===== src/rtl/onn_phase_readout.sv =====
// Convergence monitor for the ONN phase bus: waits for a steady run, decodes the
// 15 phases into a binary pattern relative to neuron 0, then shifts it out LSB first.
module onn_phase_readout #(
    parameter int STABLE_CYCLES = 8,
    parameter int MAX_CYCLES    = 1000
) (
    input  logic        sclk,
    input  logic        re,
    input  logic        arm,
    input  logic [0:59] phi_in,
    input  logic        steady_in,
    input  logic        incons_in,
    output logic        busy,
    output logic        done,
    output logic        fail,
    output logic [1:0]  fail_code,
    output logic [14:0] pattern,
    output logic [15:0] conv_cycles,
    output logic        sout,
    output logic        sout_valid
);

    localparam logic [2:0] S_IDLE = 3'd0;
    localparam logic [2:0] S_WAIT = 3'd1;
    localparam logic [2:0] S_DUMP = 3'd2;
    localparam logic [2:0] S_DONE = 3'd3;
    localparam logic [2:0] S_FAIL = 3'd4;

    localparam logic [7:0]  STABLE_LIM = 8'(STABLE_CYCLES);
    localparam logic [15:0] CYC_LAST   = 16'(MAX_CYCLES - 1);

    logic [2:0]  state_q, state_d;
    logic [15:0] cyc_q, cyc_d;
    logic [7:0]  run_q, run_d;
    logic [7:0]  run_next;
    logic [14:0] pattern_q, pattern_d;
    logic [15:0] conv_q, conv_d;
    logic [1:0]  code_q, code_d;
    logic [14:0] shift_q, shift_d;
    logic [3:0]  cnt_q, cnt_d;

    // Phase k occupies phi_in[4k:4k+3] with the lowest index as MSB.
    logic [3:0]  phase [15];
    logic [14:0] decoded;

    for (genvar gi = 0; gi < 15; gi++) begin : g_phase
        assign phase[gi] = phi_in[4*gi +: 4];
    end

    assign decoded[0] = 1'b0;
    for (genvar gi = 1; gi < 15; gi++) begin : g_decode
        logic [3:0] diff;
        assign diff        = phase[gi] - phase[0];
        assign decoded[gi] = (diff >= 4'd4) && (diff <= 4'd11);
    end

    always_comb begin
        state_d   = state_q;
        cyc_d     = cyc_q;
        run_d     = run_q;
        pattern_d = pattern_q;
        conv_d    = conv_q;
        code_d    = code_q;
        shift_d   = shift_q;
        cnt_d     = cnt_q;
        run_next  = steady_in ? run_q + 8'd1 : 8'd0;

        case (state_q)
            S_IDLE, S_DONE, S_FAIL: begin
                if (arm) begin
                    state_d   = S_WAIT;
                    cyc_d     = 16'd0;
                    run_d     = 8'd0;
                    pattern_d = 15'd0;
                    conv_d    = 16'd0;
                    code_d    = 2'b00;
                end
            end
            S_WAIT: begin
                // Inconsistency beats convergence, which beats timeout.
                if (incons_in) begin
                    state_d = S_FAIL;
                    code_d  = 2'b01;
                end else if (run_next == STABLE_LIM) begin
                    pattern_d = decoded;
                    conv_d    = cyc_q;
                    shift_d   = decoded;
                    cnt_d     = 4'd0;
                    state_d   = S_DUMP;
                end else if (cyc_q == CYC_LAST) begin
                    state_d = S_FAIL;
                    code_d  = 2'b10;
                end else begin
                    cyc_d = cyc_q + 16'd1;
                    run_d = run_next;
                end
            end
            S_DUMP: begin
                if (cnt_q == 4'd14) begin
                    state_d = S_DONE;
                end else begin
                    cnt_d   = cnt_q + 4'd1;
                    shift_d = {1'b0, shift_q[14:1]};
                end
            end
            default: state_d = S_IDLE;
        endcase
    end

    always_ff @(posedge sclk) begin
        if (re) begin
            state_q   <= S_IDLE;
            cyc_q     <= 16'd0;
            run_q     <= 8'd0;
            pattern_q <= 15'd0;
            conv_q    <= 16'd0;
            code_q    <= 2'b00;
            shift_q   <= 15'd0;
            cnt_q     <= 4'd0;
        end else begin
            state_q   <= state_d;
            cyc_q     <= cyc_d;
            run_q     <= run_d;
            pattern_q <= pattern_d;
            conv_q    <= conv_d;
            code_q    <= code_d;
            shift_q   <= shift_d;
            cnt_q     <= cnt_d;
        end
    end

    assign busy        = (state_q == S_WAIT) || (state_q == S_DUMP);
    assign done        = (state_q == S_DONE);
    assign fail        = (state_q == S_FAIL);
    assign fail_code   = code_q;
    assign pattern     = pattern_q;
    assign conv_cycles = conv_q;
    assign sout_valid  = (state_q == S_DUMP);
    assign sout        = sout_valid & shift_q[0];

endmodule

===== config.mk =====
export PLATFORM = sky130hd
export DESIGN_NAME = onn_phase_readout
export DESIGN_NICKNAME = d
export VERILOG_FILES = /design/src/rtl/onn_phase_readout.sv
export SDC_FILE = /design/constraint.sdc
export NUM_CORES = 1
export LEC_CHECK = 0
export CORE_MARGIN = 2
export CORE_UTILIZATION = 47
export CTS_CLUSTER_SIZE = 30
export DETAILED_ROUTE_END_ITERATION = 12
export PLACE_DENSITY_LB_ADDON = 0.3
export SKIP_CTS_REPAIR_TIMING = 1
export SLEW_MARGIN = 20
export SYNTH_ARGS = -nofsm -noshare
export SYNTH_HDL_FRONTEND = slang
export SYNTH_SLANG_ARGS = --single-unit
export TNS_END_PERCENT = 20

===== constraint.sdc =====
create_clock -name sclk -period 2.2 [get_ports sclk]
set_input_delay 0.66 -clock sclk [delete_from_list [all_inputs] [get_ports sclk]]
set_output_delay 0.66 -clock sclk [all_outputs]
set_load 0.01 [all_outputs]

======== Word-level counts from Yosys, hierarchy flattened ========
Index checks and enable logic that the tools add are counted.
word-level totals
  register bits ........................... 79
  latch bits .............................. 0
  bits in writable memories ............... 0
  memory bits (read-only) ................. 0
  input port bits ......................... 65
  memories ................................ 0
cells by class
  add/subtract/negate cells ............... 17
  multiply operators ...................... 0
  divide/modulo/power cells ............... 0
  magnitude comparators ................... 28
  equality and inequality tests ........... 17
  shift-type cells ........................ 0
  mux-type cells .......................... 35
  bitwise operators ....................... 1
  reductions and logical operators ........ 24
operators with widths
  kind                                                                    count
  16-bit 2-to-1 mux                                                       6
  16-bit case mux with 2 select lines                                     2
  15-bit 2-to-1 mux                                                       4
  15-bit case mux with 2 select lines                                     2
  4-bit by 3-bit >= comparator with 1-bit output (second input constant)  14
  4-bit less-or-equal comparator (second input constant)                  14
  4-bit subtractor                                                        14
  8-bit 2-to-1 mux                                                        5
  16-bit by 1-bit adder with 16-bit output (second input constant)        1
  16-bit by 10-bit == test with 1-bit output (second input constant)      1
  8-bit case mux with 2 select lines                                      1
  3-bit 2-to-1 mux                                                        5
  1-bit logical AND                                                       14
  4-bit 2-to-1 mux                                                        3
  2-bit inequality test (second input constant)                           6
  4-bit AND reduction                                                     3
  3-bit case mux with 3 select lines                                      1
  8-bit by 1-bit adder with 8-bit output (second input constant)          1
  8-bit by 4-bit == test with 1-bit output (second input constant)        1
  2-bit 2-to-1 mux                                                        4
  4-bit case mux with 2 select lines                                      1
  3-bit by 2-bit == test with 1-bit output (second input constant)        2
  3-bit inequality test (second input constant)                           2
  5-bit AND reduction                                                     1
  13 further kinds                                                        14

======== Longest topological paths before layout ========
  depth after elaboration ................. 6
  gate-level depth with buffers ........... 10

======== Least setup slack after synthesis ========
OpenSTA, ideal clock, no wires.
  path kind ............................... input-to-reg
  from .................................... input steady_in
  to ...................................... register run_q[7]
  setup time .............................. 0.070 ns
  arrival ................................. 2.244 ns
  slack ................................... -0.115 ns
  cell stages on the path ................. 8
  path buffers ............................ 2
  cells stage by stage .................... nor4bb_1 -> and4b_1 -> a41o_1 -> buf_2 -> a21o_1 -> buf_6 -> or4_1 -> a21oi_1
on the way
  longest elaborated chain between the ends .. 5
  elaborated cells between the ends (all ways) .. 8
  classes of those cells .................. eq/ne: 2; mux: 5; reduce/logical: 1
ends and longest elaborated chain
  element                                                                                           RTL line  text
  start, declared                                                                                   11        input logic steady_in,
  8-bit 2-to-1 mux (*)                                                                              66        run_next = steady_in ? run_q + 8'd1 : 8'd0;
  parallel branches: the longest is 4 deep, another holds 8-bit by 4-bit == test with 1-bit output  -
  end signal, assigned                                                                              123       run_q <= run_d;
  end, declared                                                                                     34        logic [7:0] run_q, run_d;
Mark *: on every way between the ends. The select of a mux whose other input is x is not followed.
A chain may end at the register's enable or synchronous reset.

======== Worst setup path in the final report ========
  from .................................... input phi_in[1] (netlist bit)
  to ...................................... register shift_q[10]
on the way
  longest elaborated chain between the ends .. 6
  elaborated cells between the ends (all ways) .. 7
  classes of those cells .................. add/sub: 1; order compare: 2; mux: 3; reduce/logical: 1
ends and longest elaborated chain
  element                                                                                                  RTL line  text
  start, declared                                                                                          10        input logic [0:59] phi_in,
  4-bit subtractor (*)                                                                                     53        assign diff = phase[gi] - phase[0];
  4-bit by 3-bit >= comparator with 1-bit output / 4-bit less-or-equal comparator (equally long branches)  54        assign decoded[gi] = (diff >= 4'd4) && (diff <= 4'd11);
  1-bit logical AND (*)                                                                                    54
  15-bit 2-to-1 mux (*)                                                                                    84        end else if (run_next == STABLE_LIM) begin
  15-bit 2-to-1 mux (*)                                                                                    81        if (incons_in) begin
  15-bit case mux with 2 select lines (*)                                                                  68        case (state_q)
  end signal, assigned                                                                                     127       shift_q <= shift_d;
  end, declared                                                                                            39        logic [14:0] shift_q, shift_d;
Every way passes the cells marked *; elsewhere a longest branch is shown, timed or not. The select of a mux whose other input is x is not followed.

==> metrics <==
outcome=complete, but fails checks; failing checks=setup timing; HPWL Detailed=10670 um; sequential share of the synthesized area=0.3140; Crit Path Class=input port to register; Mapped Avg Cell Area=8.329 um^2; YS warnings=0; cell with the most instances after synthesis=dfxtp_1; RR Endpoint=shift_q[14]; area share of the largest cell type after synthesis=0.3140; minimum clock period=about 2.2 ns; CTS tree=done; Synth Net Count=between 600 and 700; Via Count=between 5000 and 6000; initial antenna violation count=0; Root Buffer=clkbuf_8; routability cong.=0.8723; largest cells by area after synthesis=dfxtp_1 31%, ha_1 8.1%, a21oi_1 4.2%, nand2_1 3.5%, xor2_1 3.3%; ant diodes=0; RSZ-0062 raised after global routing=true; NumNets Final=slightly below 900; worst-path maximum fanout=6; I/O pins=~100; internal power=~2.5 mW; Clk pwr share=0.293; Seq pwr share=0.402; Critical Path End Type=register; clk sink count=between 70 and 80; list of most frequent post-synthesis cells=78 x dfxtp_1, 47 x nand2_1, 42 x a21oi_1, 40 x nor2_1, 33 x nand3_1; Reg2Reg Depth=9; Yosys cell types=63; die area=11420 um^2; Layout area overhead=47.46%; Finished Core Util=0.7134; top cell type by total area after synthesis=dfxtp_1; # setup viols final=1; worst-skew pair later-pin latency=around 0.35 ns; routed len/inst=between 15 and 20 um; total iterations of the first detailed-routing run=5; asr flop ratio synth=0; Hold Path Origin=shift_q[0]; share of post-route cells with drive strength above 1=0.2393; Hold Path End=shift_q[0]; Req. time, crit path=~2.5 ns; predominant post-synthesis flop cell=dfxtp_1; remaining antenna violation count=0; Net Sw Frac=0.3025; Hold Crit Class=register to register; Vias/cell=5.838; Reg-to-Reg Start=run_q[0]; cell area after layout=7332 um^2; Max stage delay on crit path=slightly below 0.3 ns; Core Area=between 10000 and 15000 um^2; Comb power frac=0.306; DP Area=approximately 6700 um^2; Post-Synthesis Cells=597; Die H=between 100 and 150 um; final setup margin=-0.01038 ns; largest net degree at the start of global routing=40; final period utilization=1.005; hold path depth=2; final WL=between 15000 and 20000 um; first-pass GRT wire length=23300 um; gr usage total=0.2497; chip width=between 100 and 150 um; fmax=0.4524 GHz; EDFF count, synth=0; vias in the first global route=5047; Lkg Pwr=a little under 3 nW; Clk pin slew, worst setup/hold paths=0.08 ns; CP Cell Sequence=buf_4 -> clkinvlp_4 -> buf_4 -> ha_4 -> xor2_1 -> nand2_1 -> mux2i_1 -> a211o_1 -> a211o_1 -> a21oi_1; worst vdd ir=about 0.31 mV; CTS buffer count=9; Slowest-stage cell, CP=a211o_1; final slew viol count=0; Yosys reg bits=~80; # H-tree levels=3; hold slack=around 0.45 ns; DRT iter0 DRCs=~290; Final Hold Fails=0; DRC viols=0; NetSw=between 1 and 1.5 mW; maxcap violations=0; Post-Syn Area=between 4000 and 5000 um^2; Pwr Density=approximately 490 nW/um^2; Worst Skew=~0.011 ns; Initial Util=0.4838; crit path DAT=between 2 and 3 ns; startpoint types=input port; worst-case clock buffer depth=2; Congestion Overflow GR=0; FF-to-FF setup slack=~0.010 ns; Filler Cell Count=between 700 and 800; Rows=37; IO Port Bufs=around 100
[area by class of cell]
cell class,instances,area [um^2],area share
Timing Repair inverter,1,7.507,0.001024
Clock inverter,4,47.55,0.006485
Multi-Input combinational cell,461,3522,0.4804
Inverter,28,112.6,0.01536
Clock buffer,11,141.4,0.01928
Sequential cell,78,1568,0.2138
Timing Repair Buffer,190,1763,0.2404
Tap cell,136,170.2,0.02321
[kinds of logic (layout without fill, tap and decap cells)]
family                   after synthesis  count (layout)  synth area share
flip-flops                            78              78            0.3140
buffers and inverters                 58             234           0.04907
AO/OA/AOI/OAI                        164             164            0.2375
XOR/XNOR                              34              34           0.05989
adder cells (fa/ha/maj)               32              32           0.08052
other                                  1               1         0.0007542
AND/OR/NAND/NOR                      218             218            0.2335
multiplexers                          12              12           0.02466
[worst max-delay path, delay by kind of cell]
kind,cells,cell delay (ns)
muxes,1,0.06
buffers and inverters,3,0.58
AOI/OAI and AO/OA,3,0.71
xor gates and xnor gates,1,0.17
and+or+nand+nor,1,0.07
adders and majority gates,1,0.24
[power groups by stage]
stage               clock network [mW]  logic (mW)  registers, mW
global route                      1.13        1.20           1.45
CTS                               1.08       0.968           1.45
finish                            1.06        1.10           1.45
floorplan                            0       0.549           1.48
detailed placement                   0       0.962           1.48
global placement                     0       0.928           1.48
[metrics by stage]
stage	setup TNS, ns	power (mW)	instances	worst slack (ns)
6_report	-0.01038	3.612	909	-0.01038
5_1_grt	-2.291	3.783	909	-0.1085
4_1_cts	-23.47	3.495	894	-0.5984
3_5_place_dp	-49.32	2.445	879	-0.9638
3_3_place_gp	-45.65	2.409	879	-0.9101
2_1_floorplan	-1.328	2.033	597	-0.04710
[routing by layer]
layer,vias up,track usage,routed length [um]
met4,0,0.06957,327
met5,-,0,0
li1,2562,-,-
met1,2519,0.2901,6271
met2,185,0.4659,7822
met3,41,0.04559,836
[flip-flops by register name (all words and copies together), names as in the netlist]
name and count:
cnt_q 4, conv_cycles 16, cyc_q 16, fail_code 2, pattern 14, run_q 8
shift_q 15, state_q 3
[placed cells by master, fill, tap and decap left out, types with 16 or more instances in the layout]
| cell | synthesis | final |
|---|---|---|
| buf_4 | 3 | 80 |
| a22o_1 | 17 | 17 |
| nor2_1 | 40 | 39 |
| dfxtp_1 | 78 | 73 |
| nand2_1 | 47 | 46 |
| a21oi_1 | 42 | 26 |
| nand3_1 | 33 | 33 |
| ha_1 | 32 | 23 |
| a211o_1 | 18 | 18 |
| a21oi_2 | 0 | 16 |
| inv_1 | 26 | 24 |
| o21ai_0 | 21 | 21 |
| clkdlybuf4s50_1 | 0 | 90 |
[worst max-delay path by stage]
| stage | startpoint | endpoint | slack, ns | cells past startpoint |
|---|---|---|---|---|
| after floorplan | steady_in | conv_cycles[8] | -0.05 | 8 |
| after global placement | phi_in[2] | shift_q[4] | -0.91 | 9 |
| after detailed placement | phi_in[2] | shift_q[4] | -0.96 | 9 |
| after CTS | phi_in[2] | shift_q[4] | -0.60 | 9 |
| after global routing | run_q[0] | conv_cycles[12] | -0.11 | 10 |
| final | phi_in[1] | shift_q[10] | -0.01 | 10 |
Power figures use the tool's default switching activity.
